[src/rtl/neuraedge_noc_pkg.sv]
// Shared NoC definitions: flit type encoding, head-flit field positions and
// the injector FSM state encoding.
package neuraedge_noc_pkg;

  typedef enum logic [1:0] {
    FT_BODY     = 2'b00,
    FT_HEAD     = 2'b01,
    FT_TAIL     = 2'b10,
    FT_HEADTAIL = 2'b11
  } flit_type_e;

  // Head-flit field positions (64-bit flit, type in the top two bits).
  localparam int DST_W       = 4;
  localparam int HDR_ROW_LSB = 58;
  localparam int HDR_COL_LSB = 54;
  localparam int HDR_LEN_LSB = 46;

  typedef enum logic [1:0] {
    ST_IDLE  = 2'b00,
    ST_BODY  = 2'b01,
    ST_DRAIN = 2'b10
  } inj_state_e;

endpackage

[src/rtl/ext_pkt_injector.sv]
// Host-side wormhole packet injector feeding the external NoC flit input.
// Optional destination range check is built when NEURAEDGE_INJ_DSTCHK_EN is defined.
module ext_pkt_injector
  import neuraedge_noc_pkg::*;
#(
  parameter int FLIT_W = 64,
  parameter int ROWS   = 4,
  parameter int COLS   = 4,
  parameter int LEN_W  = 8
) (
  input  logic                clk,
  input  logic                rst,
  input  logic                cmd_valid,
  output logic                cmd_ready,
  input  logic [3:0]          cmd_dst_row,
  input  logic [3:0]          cmd_dst_col,
  input  logic [LEN_W-1:0]    cmd_len,
  input  logic                data_valid,
  output logic                data_ready,
  input  logic [FLIT_W-3:0]   data_word,
  output logic [FLIT_W-1:0]   flit_out,
  output logic                valid_out,
  input  logic                ready_in,
  output logic                busy,
  output logic [15:0]         pkt_count,
  output logic                err_dst
);

  inj_state_e         state, state_n;
  logic [LEN_W-1:0]   cnt, cnt_n;
  logic [FLIT_W-1:0]  head_flit, flit_n;
  logic               ld, load, pkt_inc;
  logic               cmd_fire, data_fire, dst_bad;

  // The output register may take a new flit when empty or draining this cycle.
  assign ld         = !valid_out || ready_in;
  assign cmd_ready  = (state == ST_IDLE) && ld;
  assign data_ready = ((state == ST_BODY) && ld) || (state == ST_DRAIN);
  assign cmd_fire   = cmd_valid && cmd_ready;
  assign data_fire  = data_valid && data_ready;
  assign busy       = (state != ST_IDLE) || valid_out;

`ifdef NEURAEDGE_INJ_DSTCHK_EN
  assign dst_bad = (int'(cmd_dst_row) >= ROWS) || (int'(cmd_dst_col) >= COLS);
  assign err_dst = cmd_fire && dst_bad;
`else
  assign dst_bad = 1'b0;
  assign err_dst = 1'b0;
`endif

  always_comb begin
    head_flit                          = '0;
    head_flit[FLIT_W-1 -: 2]           = (cmd_len == '0) ? FT_HEADTAIL : FT_HEAD;
    head_flit[HDR_ROW_LSB +: DST_W]    = cmd_dst_row;
    head_flit[HDR_COL_LSB +: DST_W]    = cmd_dst_col;
    head_flit[HDR_LEN_LSB +: LEN_W]    = cmd_len;
  end

  // NOTE: every output of this block is defaulted first so no path infers a latch.
  always_comb begin
    state_n = state;
    cnt_n   = cnt;
    flit_n  = '0;
    load    = 1'b0;
    pkt_inc = 1'b0;
    case (state)
      ST_IDLE: begin
        if (cmd_fire && !dst_bad) begin
          load   = 1'b1;
          flit_n = head_flit;
          cnt_n  = cmd_len;
          if (cmd_len == '0) pkt_inc = 1'b1;
          else               state_n = ST_BODY;
        end
`ifdef NEURAEDGE_INJ_DSTCHK_EN
        else if (cmd_fire) begin
          cnt_n = cmd_len;
          if (cmd_len != '0) state_n = ST_DRAIN;
        end
`endif
      end
      ST_BODY: begin
        if (data_fire) begin
          load  = 1'b1;
          cnt_n = cnt - LEN_W'(1);
          if (cnt == LEN_W'(1)) begin
            flit_n  = {FT_TAIL, data_word};
            state_n = ST_IDLE;
            pkt_inc = 1'b1;
          end else begin
            flit_n = {FT_BODY, data_word};
          end
        end
      end
`ifdef NEURAEDGE_INJ_DSTCHK_EN
      ST_DRAIN: begin
        if (data_fire) begin
          cnt_n = cnt - LEN_W'(1);
          if (cnt == LEN_W'(1)) state_n = ST_IDLE;
        end
      end
`endif
      default: state_n = ST_IDLE;
    endcase
  end

  // NOTE: all state is updated with non-blocking assignments so every register
  // samples pre-edge values regardless of process ordering.
  always_ff @(posedge clk) begin
    if (rst) begin
      state     <= ST_IDLE;
      cnt       <= '0;
      valid_out <= 1'b0;
      flit_out  <= '0;
      pkt_count <= '0;
    end else begin
      state <= state_n;
      cnt   <= cnt_n;
      if (ld) begin
        valid_out <= load;
        if (load) flit_out <= flit_n;
      end
      if (pkt_inc) pkt_count <= pkt_count + 16'd1;
    end
  end

endmodule

[config.mk]
export PLATFORM = sky130hd
export DESIGN_NAME = ext_pkt_injector
export DESIGN_NICKNAME = d
export VERILOG_FILES = /design/src/rtl/neuraedge_noc_pkg.sv /design/src/rtl/ext_pkt_injector.sv
export SDC_FILE = /design/constraint.sdc
export NUM_CORES = 1
export LEC_CHECK = 0
export CAP_MARGIN = 5
export CORE_MARGIN = 2
export CORE_UTILIZATION = 38
export DETAILED_ROUTE_END_ITERATION = 12
export GPL_ROUTABILITY_DRIVEN = 0
export GPL_TIMING_DRIVEN = 0
export PLACE_DENSITY = 0.82
export SLEW_MARGIN = 25
export SYNTH_ARGS = -nofsm -noshare
export SYNTH_HDL_FRONTEND = slang
export SYNTH_SLANG_ARGS = --single-unit
[constraint.sdc]
create_clock -name clk -period 3.61 [get_ports clk]
set_input_delay 0.361 -clock clk [delete_from_list [all_inputs] [get_ports clk]]
set_output_delay 0.361 -clock clk [all_outputs]
set_load 0.005 [all_outputs]
==> results.ini <==
[cts]
cts_made_buffers = 9
postCtsHoldBufs = 0
clock_latency_ps = 350
clk_pin_slew_ps = 90
cts_max_level = 3
cts_buffer_depth = 2
post-cts-setup-buffer-count = 0
cts_tree = yes
cts_resized = 0
cts_root_buf = clkbuf_8
cts_sinks = 90

[synthesis]
synthAdderAreaFrac_pct = 1.01
yosysSeqAreaShare_pct = 48.5
yosysMostFrequentCell = dfxtp_1
syn_area_mm2 = 0.00372
netlist_top_cells_area = dfxtp_1 (48%), a22oi_1 (12%), nor2_1 (7.2%), nand2_1 (3.8%), xnor2_1 (3.5%)
synth_ff_type = dfxtp_1
avgSynthCellArea_um2 = 9.16
synth-simple-area-share_pct = 19.8
ys_ff_latch = 90
synth_top_area_share_pct = 48.5
yosys.area.top_type = dfxtp_1
ys_top_cells_by_count = dfxtp_1 (90), nor2_1 (71), a22oi_1 (59)
synth_nets = 492
synth_compound_area_share_pct = 21.6
yosysWarnings = 0
synth_xor_area_share_pct = 3.53
synth_mux_area_share_pct = 0.841
synth_top_family_by_area = compound AO/OA/AOI/OAI gates
syn-instance-count = 406
synth_enable_flop_cells = 0
async_flop_share_pct = 0
yosysUniqueCellTypes = 45

[power]
ir_worst_vdd_v = 0.000190
switchingPower_uw = 550
swShare_pct = 25.4
power_leakage_nw = 1.97
clockPowerShare_pct = 32.0
seqPwrFrac_pct = 49.4
p_int_mw = 1.62
p_per_area_mw_per_mm2 = 377
pwr-share-comb_pct = 18.6

[worst_hold_path]
min_delay_worst_endpoint = flit_out[46]$_SDFFE_PP0P_
hp-start = flit_out[46]$_SDFFE_PP0P_
whs_path_depth = 2
holdCritPathClass = flop to flop

[floorplan]
io_pins = 168
die_y_um = 103
die-area_mm2 = 0.0106
start_util_pct = 38.6
core-area_mm2 = 0.00964
row_count = 36
dieWidth_um = 103

[worst_setup_path]
end_kind = primary output
reg2regPathDepth = 7
crit_type = flop to primary output
cp.arrival_ps = 1890
r2r_start = state[0]$_SDFFE_PP0P_
worstSetupStartpointType = flop
critPathMaxFanout = 10
worstPathRequired_ps = 3250
ff2ff_setup_slack_ps = 1640
r2r_end = cnt[4]$_SDFFE_PP0P_

[global_routing]
grt_first_pass_wirelength_um = 16400
grt_max_degree = 15
grtUsageTotal_pct = 19.9
overflow = 0
grt_pass1_vias = 3514
grt_antenna_before_repair = 0

[sta]
rsz0062_at_grt = false
period_share_pct = 62.3
clock.fmax_ghz = 0.445
slew_violations = 0
setup_viol = 0
post-route-min-period_ps = 2250
holdWs_ps = 456
max_slew_margin_pct = 66.3
tightest_slew_ps = 505
skew_ps = 8.62
fin_setup_tns_ps = 0
hold_violations = 0

[routing]
ant_nets = 0
wl_met2_um = 5370
wl_per_cell_um = 15.0
met1_length_um = 4550
drtIter0Drc = 89
firstDrtPassIters = 4
routed.top_layer = met4
wl_met3_um = 781
drt_wl_total_um = 10800
drc = 0
viasPerCell = 4.99
vias = 3585

[layout]
final_util_pct = 59.5
layout.nets = 668
diodes = 0
drive_above_1_share_pct = 8.53
nFillCells = 876
syn_to_final_growth_pct = 54.3
stdcell_count = 719

[placement]
io_buffers = 165
dp.cells = 704
hpwl_um = 8190

[run_status]
status = completed

[job]
drv_cap = 0

==> worst max-delay path, stage by stage (launching register included) <==
cell,delay (ps)
dfxtp_1,320
buf_2,200
clkbuf_1,360
and2_1,180
clkdlybuf4s50_1,490
==> power groups by stage <==
stage	Clock (mW)	Sequential [mW]	Combinational, mW
after floorplan	0	1.09	0.177
after CTS	0.711	1.07	0.405
after detailed placement	0	1.09	0.403
after global routing	0.758	1.08	0.439
final	0.693	1.07	0.402
after global placement	0	1.09	0.394
==> through the flow <==
step,worst slack [ps],total power [mW],cell area (µm²)
2_1_floorplan,1950,1.27,3720
3_3_place_gp,1220,1.48,5540
3_5_place_dp,1210,1.50,5540
4_1_cts,1350,2.19,5740
5_1_grt,1270,2.27,5740
6_report,1360,2.17,5740
==> worst max path at each step <==
stage	endpoint	slack, ps	cells past startpoint	start
2_1_floorplan	pkt_count[11]$_SDFFE_PP0P_	1950	8	cnt[1]$_SDFFE_PP0P_
3_3_place_gp	cnt[1]$_SDFFE_PP0P_	1220	8	ready_in
3_5_place_dp	cnt[4]$_SDFFE_PP0P_	1210	8	ready_in
4_1_cts	data_ready	1350	4	state[0]$_SDFFE_PP0P_
5_1_grt	data_ready	1270	4	state[0]$_SDFFE_PP0P_
6_report	data_ready	1360	4	state[0]$_SDFFE_PP0P_
==> cells in the final DEF, fill, tap and decap left out, types with 3 or more instances in the layout <==
cell type        count
inv_1                6
a21oi_1             16
clkbuf_1            14
clkbuf_8            11
nand4_1              3
a211oi_2             6
nor2_1              71
o21ai_0              4
dfxtp_1             90
ha_1                 3
clkdlybuf4s50_1    165
xnor2_1             15
nand3_1              9
buf_1                5
a2111oi_2            3
buf_2               12
a22oi_1             59
nand2_1             38
a31oi_1             10
and2_1               4
a211oi_1             5
==> kinds of logic after synthesis <==
logic type               after synthesis
adder cells (fa/ha/maj)                3
AND/OR/NAND/NOR                      147
XOR/XNOR                              15
flip-flops                            90
other                                  1
multiplexers                           3
AO/OA/AOI/OAI                        108
buffers and inverters                 39
==> state kept, by name, indices dropped and copies added, names as in the netlist <==
register   flops
cnt            8
flit_out      64
pkt_count     16
state          1
valid_out      1
==> per-layer routing <==
| layer | global-route usage, % | up-vias |
|---|---|---|
| met3 | 6.31 | 10 |
| met2 | 34.7 | 116 |
| met1 | 23.4 | 1677 |
| met5 | 0 | - |
| met4 | 5.67 | 0 |
| li1 | - | 1782 |
==> cell type report <==
type | instances | area (µm²) | area share (%)
inverter | 6 | 22.5 | 0.392
buffer | 33 | 150 | 2.62
tap | 133 | 166 | 2.90
multi-input combinational | 277 | 1740 | 30.4
clock buffer | 11 | 151 | 2.64
clock inverter | 4 | 51.3 | 0.894
sequential | 90 | 1800 | 31.4
timing repair buffer | 165 | 1650 | 28.8
Power figures use the tool's default switching activity.
